==> config.mk <==
export PLATFORM = sky130hd
export DESIGN_NAME = pulse_train_gen_flat
export DESIGN_NICKNAME = d
export VERILOG_FILES = /design/src/rtl/pulse_pkg.sv /design/src/rtl/pulse_train_gen_if.sv /design/src/rtl/pulse_chan.sv /design/src/rtl/pulse_train_gen.sv /design/src/flat_wrapper.sv
export SDC_FILE = /design/constraint.sdc
export NUM_CORES = 2
export LEC_CHECK = 0
export BUFFER_PORTS_ARGS = -buffer_cell sky130_fd_sc_hd__buf_2
export CAP_MARGIN = 5
export CORE_MARGIN = 2
export CORE_UTILIZATION = 60
export DETAILED_ROUTE_END_ITERATION = 10
export GPL_TIMING_DRIVEN = 0
export PLACE_DENSITY = 0.85
export SYNTH_ARGS = -nofsm -noshare
export SYNTH_HDL_FRONTEND = slang
export SYNTH_SLANG_ARGS = --single-unit
==> constraint.sdc <==
create_clock -name clk_Pulse -period 9.1 [get_ports clk_Pulse]
set_clock_uncertainty 0.2 [all_clocks]
set_input_delay 0.91 -clock clk_Pulse [delete_from_list [all_inputs] [get_ports clk_Pulse]]
set_output_delay 0.91 -clock clk_Pulse [all_outputs]
set_load 0.005 [all_outputs]
==> src/rtl/pulse_pkg.sv <==
// pulse_pkg: channel state enum, clamp-to-1 helper and default counter widths for pulse_train_gen
package pulse_pkg;
  localparam int CNT_W_DEF = 35;
  localparam int NUM_W_DEF = 16;
  typedef enum logic [1:0] {IDLE, DELAY, HIGH, LOW} ch_state_e;
  function automatic logic [63:0] clamp1(input logic [63:0] v);
    return v == 64'd0 ? 64'd1 : v;
  endfunction
endpackage

==> src/rtl/pulse_train_gen_if.sv <==
// pulse_train_gen_if: trigger/config inputs (master drives) and pulse/busy/done/launch_next outputs (slave drives)
interface pulse_train_gen_if import pulse_pkg::*; #(
  parameter int CH    = 4,
  parameter int CNT_W = CNT_W_DEF,
  parameter int NUM_W = NUM_W_DEF
);
  logic                trig_sel, start, launch, abort;
  logic [CH-1:0]       ch_en;
  logic [CH*CNT_W-1:0] delay, high, low;
  logic [CH*NUM_W-1:0] num;
  logic [CH-1:0]       pulse_out, busy, done;
  logic                launch_next;
  modport master(output trig_sel, start, launch, abort, ch_en, delay, high, low, num,
                 input pulse_out, busy, done, launch_next);
  modport slave(input trig_sel, start, launch, abort, ch_en, delay, high, low, num,
                output pulse_out, busy, done, launch_next);
endinterface

==> src/rtl/pulse_chan.sv <==
// pulse_chan: one channel FSM; in accept/en/abort/config, out pulse_out/busy/done strobe
module pulse_chan import pulse_pkg::*; #(
  parameter int CNT_W = CNT_W_DEF,
  parameter int NUM_W = NUM_W_DEF
) (
  input  logic             clk_Pulse,
  input  logic             rst,
  input  logic             abort,
  input  logic             accept,
  input  logic             en,
  input  logic [CNT_W-1:0] delay,
  input  logic [CNT_W-1:0] high,
  input  logic [CNT_W-1:0] low,
  input  logic [NUM_W-1:0] num,
  output logic             pulse_out,
  output logic             busy,
  output logic             done
);
  ch_state_e        state_q, state_d;
  logic [CNT_W-1:0] cnt_q, cnt_d, high_q, high_d, low_q, low_d;
  logic [NUM_W-1:0] rem_q, rem_d;
  logic             pulse_q, pulse_d, done_q, done_d, last;
  always_comb begin
    state_d = state_q;
    cnt_d   = cnt_q;
    high_d  = high_q;
    low_d   = low_q;
    rem_d   = rem_q;
    done_d  = 1'b0;
    last    = cnt_q == CNT_W'(1);
    if (abort) state_d = IDLE;
    else case (state_q)
      IDLE: if (accept && en && num != '0) begin
        high_d  = CNT_W'(clamp1(64'(high)));
        low_d   = CNT_W'(clamp1(64'(low)));
        rem_d   = num;
        state_d = delay == '0 ? HIGH : DELAY;
        cnt_d   = delay == '0 ? high_d : delay;
      end
      DELAY: begin
        state_d = last ? HIGH : DELAY;
        cnt_d   = last ? high_q : cnt_q - 1'b1;
      end
      HIGH: if (last) begin
        state_d = rem_q == NUM_W'(1) ? IDLE : LOW;
        done_d  = rem_q == NUM_W'(1);
        rem_d   = rem_q - 1'b1;
        cnt_d   = low_q;
      end else cnt_d = cnt_q - 1'b1;
      LOW: begin
        state_d = last ? HIGH : LOW;
        cnt_d   = last ? high_q : cnt_q - 1'b1;
      end
    endcase
    pulse_d = state_d == HIGH;
  end
  always_ff @(posedge clk_Pulse) begin
    if (rst) begin
      state_q <= IDLE;
      cnt_q   <= '0;
      high_q  <= '0;
      low_q   <= '0;
      rem_q   <= '0;
      pulse_q <= 1'b0;
      done_q  <= 1'b0;
    end else begin
      state_q <= state_d;
      cnt_q   <= cnt_d;
      high_q  <= high_d;
      low_q   <= low_d;
      rem_q   <= rem_d;
      pulse_q <= pulse_d;
      done_q  <= done_d;
    end
  end
  assign pulse_out = pulse_q;
  assign busy      = state_q != IDLE;
  assign done      = done_q;
endmodule

==> src/rtl/pulse_train_gen.sv <==
// pulse_train_gen: multi-channel pulse-train generator; clk_Pulse/rst plus pulse_train_gen_if slave bus
module pulse_train_gen import pulse_pkg::*; #(
  parameter int CH    = 4,
  parameter int CNT_W = CNT_W_DEF,
  parameter int NUM_W = NUM_W_DEF
) (
  input logic              clk_Pulse,
  input logic              rst,
  pulse_train_gen_if.slave bus
);
  logic src, src_q, arm_q, arm_d, trig_q, trig_d, run_q, run_d, idle, accept;
  always_comb begin
    src    = bus.trig_sel ? bus.start : bus.launch;
    arm_d  = arm_q | ~src;
    trig_d = src & ~src_q & arm_q;
    idle   = ~|bus.busy;
    accept = trig_q & idle & ~bus.abort;
    run_d  = ~bus.abort & (accept | (run_q & ~idle));
  end
  always_ff @(posedge clk_Pulse) begin
    if (rst) begin
      src_q  <= 1'b0;
      arm_q  <= ~src;
      trig_q <= 1'b0;
      run_q  <= 1'b0;
    end else begin
      src_q  <= src;
      arm_q  <= arm_d;
      trig_q <= trig_d;
      run_q  <= run_d;
    end
  end
  assign bus.launch_next = run_q & idle;
  for (genvar i = 0; i < CH; i++) begin : g_ch
    pulse_chan #(.CNT_W(CNT_W), .NUM_W(NUM_W)) u_chan (
      .clk_Pulse (clk_Pulse),
      .rst       (rst),
      .abort     (bus.abort),
      .accept    (accept),
      .en        (bus.ch_en[i]),
      .delay     (bus.delay[i*CNT_W +: CNT_W]),
      .high      (bus.high[i*CNT_W +: CNT_W]),
      .low       (bus.low[i*CNT_W +: CNT_W]),
      .num       (bus.num[i*NUM_W +: NUM_W]),
      .pulse_out (bus.pulse_out[i]),
      .busy      (bus.busy[i]),
      .done      (bus.done[i])
    );
  end
endmodule

==> src/flat_wrapper.sv <==
// flat-port wrapper written by rule: the top's interface ports become plain ports
module pulse_train_gen_flat import pulse_pkg::*;
#(
  parameter int CH    = 4,
  parameter int CNT_W = CNT_W_DEF,
  parameter int NUM_W = NUM_W_DEF
)
  (clk_Pulse, rst, bus_trig_sel, bus_start, bus_launch, bus_abort, bus_ch_en, bus_delay, bus_high, bus_low, bus_num, bus_pulse_out, bus_busy, bus_done, bus_launch_next);
  pulse_train_gen_if #(.CH(CH), .CNT_W(CNT_W), .NUM_W(NUM_W)) bus_i ();
  input logic clk_Pulse;
  input logic rst;
  input wire logic [$bits(bus_i.trig_sel)-1:0] bus_trig_sel;
  input wire logic [$bits(bus_i.start)-1:0] bus_start;
  input wire logic [$bits(bus_i.launch)-1:0] bus_launch;
  input wire logic [$bits(bus_i.abort)-1:0] bus_abort;
  input wire logic [$bits(bus_i.ch_en)-1:0] bus_ch_en;
  input wire logic [$bits(bus_i.delay)-1:0] bus_delay;
  input wire logic [$bits(bus_i.high)-1:0] bus_high;
  input wire logic [$bits(bus_i.low)-1:0] bus_low;
  input wire logic [$bits(bus_i.num)-1:0] bus_num;
  output wire logic [$bits(bus_i.pulse_out)-1:0] bus_pulse_out;
  output wire logic [$bits(bus_i.busy)-1:0] bus_busy;
  output wire logic [$bits(bus_i.done)-1:0] bus_done;
  output wire logic [$bits(bus_i.launch_next)-1:0] bus_launch_next;
  assign bus_i.trig_sel = bus_trig_sel;
  assign bus_i.start = bus_start;
  assign bus_i.launch = bus_launch;
  assign bus_i.abort = bus_abort;
  assign bus_i.ch_en = bus_ch_en;
  assign bus_i.delay = bus_delay;
  assign bus_i.high = bus_high;
  assign bus_i.low = bus_low;
  assign bus_i.num = bus_num;
  assign bus_pulse_out = bus_i.pulse_out;
  assign bus_busy = bus_i.busy;
  assign bus_done = bus_i.done;
  assign bus_launch_next = bus_i.launch_next;
  pulse_train_gen #(.CH(CH), .CNT_W(CNT_W), .NUM_W(NUM_W)) u_core (.clk_Pulse(clk_Pulse), .rst(rst), .bus(bus_i));
endmodule
==> results.md <==
| Item | Value | Unit |
| --- | --- | --- |
| Maximum resistive drop on vdd | 0.0001407 | V |
| RSZ-0062 raised after global routing | no | - |
| Net total in the final layout | 4981 | - |
| Share of cells above drive strength 1 | 0.1445 | - |
| Buffer type at the clock tree root | sky130_fd_sc_hd__clkbuf_16 | - |
| Number of vias in the routed layout | 35330 | - |
| Top flip-flop cell by instance count after synthesis | sky130_fd_sc_hd__dfxtp_1 | - |
| Overall routed net length | 126100 | µm |
| Yosys cell types | 77 | - |
| Fin area | 33710 | µm² |
| Weighted congestion reported at the end of routability-driven placement | 1.111 | - |
| Largest net degree at the start of global routing | 15 | - |
| Iteration-0 DRC count of the detailed router | 5908 | - |
| CP Data Required Time | 9.43 | ns |
| Family with the most delay on the worst path | simple AND/OR/NAND/NOR gates | - |
| Die width | 222.2 | µm |
| Endpoint class of the critical path | register | - |
| Post-detailed-placement cell area | 31860 | µm² |
| Via count of the first global-routing pass | 32080 | - |
| Maximum net fanout on the critical path | 10 | - |
| Max Fclk | 186.8 | MHz |
| Overall die area | 49360 | µm² |
| Worst path cell trace | clkbuf_1 > nor2_1 > inv_1 > nor4_2 > nand4_1 > nand2_1 > clkbuf_1 > o21ai_0 > a31oi_1 | - |
| Crit. path cell count | 9 | - |
| Synthesized net count | 4419 | - |
| Clk slew on worst S/H paths | 0.06 | ns |
| Leakage power of the design | 12.31 | nW |
| Filler Cells Inserted | 4006 | - |
| Share of flip-flops with an asynchronous set or reset | 0 | - |
| Number of cells on the worst hold path | 1 | - |
| Number of synthesized flops with an enable pin | 0 | - |
| Worst hold path type | reg2reg | - |
| Antenna violations before repair | 5 | - |
| Synthesized instance count | 3909 | - |
| Final antenna-violating net count | 0 | - |
| Data arrival at the endpoint of the critical path | 5.68 | ns |
| Area Growth Syn to Fin | 18.02 | % |
| Wire length per cell | 24.62 | µm |
| Transition time at the pin with the least slew margin | 1.446 | ns |
| Sequential area share after synthesis | 0.3533 | - |
| Combined area of all synthesized cells | 28560 | µm² |
| DRC violation count after routing | 0 | - |
| Area of the core | 46750 | µm² |
| Worst R2R Path Depth | 9 | - |
| Number of levels the H-tree was split into | 2 | - |
| Outcome | finished, final reports clean | - |
| Average footprint of a synthesized cell | 7.307 | µm² |
| Critical-path top delay cell | sky130_fd_sc_hd__nor4_2 | - |
| Hold Buf Count CTS | 0 | - |
| Power per standard cell area | 167.8 | nW/µm² |
| Minimum period implied by the final worst setup slack | 5.354 | ns |
| Rows | 79 | - |
| Effective utilization at floorplan | 0.6109 | - |
| Total Neg Setup Slack | 0 | ns |
| Total global routing overflow | 0 | - |
| Worst Setup Start Kind | register | - |
| HPWL Detailed | 96040 | µm |
| Reported max-cap violation count | 0 | - |
| Number of slew-limit violations in the final report | 0 | - |
| Vertical extent of the die | 222.2 | µm |
| Max_slew headroom | 0.02807 | - |
| Worst Setup Path Type | reg2reg | - |
| Total iterations of the first detailed-routing run | 9 | - |
| Final hold vios | 0 | - |
| Worst Setup Slack post-DPL | 3.809 | ns |
| Number of buffers on the longest clock path | 3 | - |
| Cell with the most instances on the worst path | sky130_fd_sc_hd__clkbuf_1 | - |
| Per-cell via count in the routed design | 6.898 | - |
| Fin crit share | 0.5884 | - |
| Most frequent cells in the layout | sky130_fd_sc_hd__nand2_1, sky130_fd_sc_hd__buf_2, sky130_fd_sc_hd__dfxtp_1 | - |
| GR Util All Layers | 0.4859 | - |
| Count of buffers inserted at the top-level ports | 506 | - |
| Buf/Inv on CP | 3 | - |
| Number of sinks driven by the clock tree | 504 | - |
| Buffer count from post-CTS setup fixing | 0 | - |
| Least setup slack across all paths after layout | 3.746 | ns |
| Number of gates resized after CTS | 0 | - |
| Number of clock buffers inserted by TritonCTS | 53 | - |
| Number of failing setup endpoints in the final timing report | 0 | - |
| Most common cell after layout, fill and taps aside | sky130_fd_sc_hd__nand2_1 | - |
| Wire length of the first global-routing pass | 187300 | µm |
| Number of register bits inferred by synthesis | 504 | - |
| TritonCTS clock tree | built | - |
| Clock latency on the worst-skew pair | 0.62 | ns |
| Highest cell delay on the worst timing path | 1.18 | ns |
| Number of placed I/O pins | 507 | - |
| Yosys warnings | 0 | - |
## synth_stat cells (all sizes together), types with 49 or more instances
| cell type | instances | area (µm²) |
|---|---|---|
| o211ai | 60 | 450.4 |
| and2 | 63 | 394.1 |
| a21oi | 441 | 2207 |
| clkbuf | 275 | 1032 |
| a311oi | 58 | 508.0 |
| a31oi | 80 | 500.5 |
| o21ai | 146 | 730.7 |
| nand4 | 49 | 306.5 |
| nand3 | 93 | 465.5 |
| or3 | 51 | 319.1 |
| a211oi | 65 | 500.5 |
| dfxtp | 504 | 10090 |
| nor4 | 176 | 1126 |
| nor2 | 223 | 837.1 |
| nand2 | 833 | 3127 |
| nor3 | 121 | 605.6 |
## where the power goes
group	total, W	leakage [nW]	internal, W	switching, W
logic	0.000997	7.36	0.000342	0.000656
clock network	0.00237	0.879	0.00137	0.000997
registers	0.00229	4.07	0.00225	0.0000408
total	0.00566	12.3	0.00396	0.00169
## sequential cells by signal, indices dropped and copies added, names as in the netlist
register,flops
u_core.run_q,1
u_core.g_ch.u_chan.done,4
u_core.g_ch.u_chan.pulse_out,4
u_core.g_ch.u_chan.cnt_q,140
u_core.arm_q,1
u_core.g_ch.u_chan.low_q,140
u_core.g_ch.u_chan.high_q,140
u_core.src_q,1
u_core.g_ch.u_chan.state_q,8
u_core.g_ch.u_chan.rem_q,64
u_core.trig_q,1
## metrics by stage
| stage | util | power (W) | cells | hold slack (ns) |
|---|---|---|---|---|
| 6_report | 0.7210 | 0.005656 | 5122 | 0.2061 |
| 5_1_grt | 0.7208 | 0.005771 | 5119 | 0.2337 |
| 4_1_cts | 0.7208 | 0.005569 | 5118 | 0.2085 |
| 3_5_place_dp | 0.6814 | 0.003269 | 5023 | 0.1986 |
| 3_3_place_gp | 0.6813 | 0.003268 | 5022 | 0.1821 |
| 2_1_floorplan | - | 0.002875 | 3909 | 0.1762 |
## area by class of cell
type	count	area [µm²]	share of cell area
Multi-Input combinational cell	3050	17080	0.5066
Sequential cell	504	10090	0.2993
Timing Repair Buffer	507	2537	0.07528
Clock buffer	65	1431	0.04246
Buffer	308	1220	0.03619
Tap cell	607	759.5	0.02253
Clock inverter	30	409.1	0.01214
Inverter	47	176.4	0.005234
Antenna cell	4	10.01	0.0002969
## cell families (layout without fill, tap and decap cells)
logic type | after synthesis | in the layout | share of synthesized area
other | 0 | 4 | 0
XOR/XNOR | 71 | 71 | 0.02177
flip-flops | 504 | 504 | 0.3533
buffers and inverters | 355 | 957 | 0.04889
AO/OA/AOI/OAI | 1133 | 1133 | 0.2555
AND/OR/NAND/NOR | 1777 | 1777 | 0.2946
adder cells (fa/ha/maj) | 16 | 16 | 0.007009
multiplexers | 53 | 53 | 0.01901
## metal layers
layer | up-vias | track usage | routed length (µm)
met3 | 636 | 0.1646 | 20160
met5 | - | 0 | 31
met4 | 4 | 0.2565 | 7807
met2 | 3081 | 0.7148 | 52140
li1 | 15510 | - | -
met1 | 16100 | 0.6291 | 45950
## final timing paths
path                                          from                         endpoint  slack (ns)
hold / removal                        u_core.src_q                    u_core.trig_q        0.21
setup reg to reg  u_core.g_ch[2].u_chan.state_q[0]  u_core.g_ch[1].u_chan.cnt_q[21]        3.75
hold reg to reg                       u_core.src_q                    u_core.trig_q        0.21
setup / recovery  u_core.g_ch[2].u_chan.state_q[0]  u_core.g_ch[1].u_chan.cnt_q[21]        3.75
No activity file was read; power rests on OpenSTA's default activity.
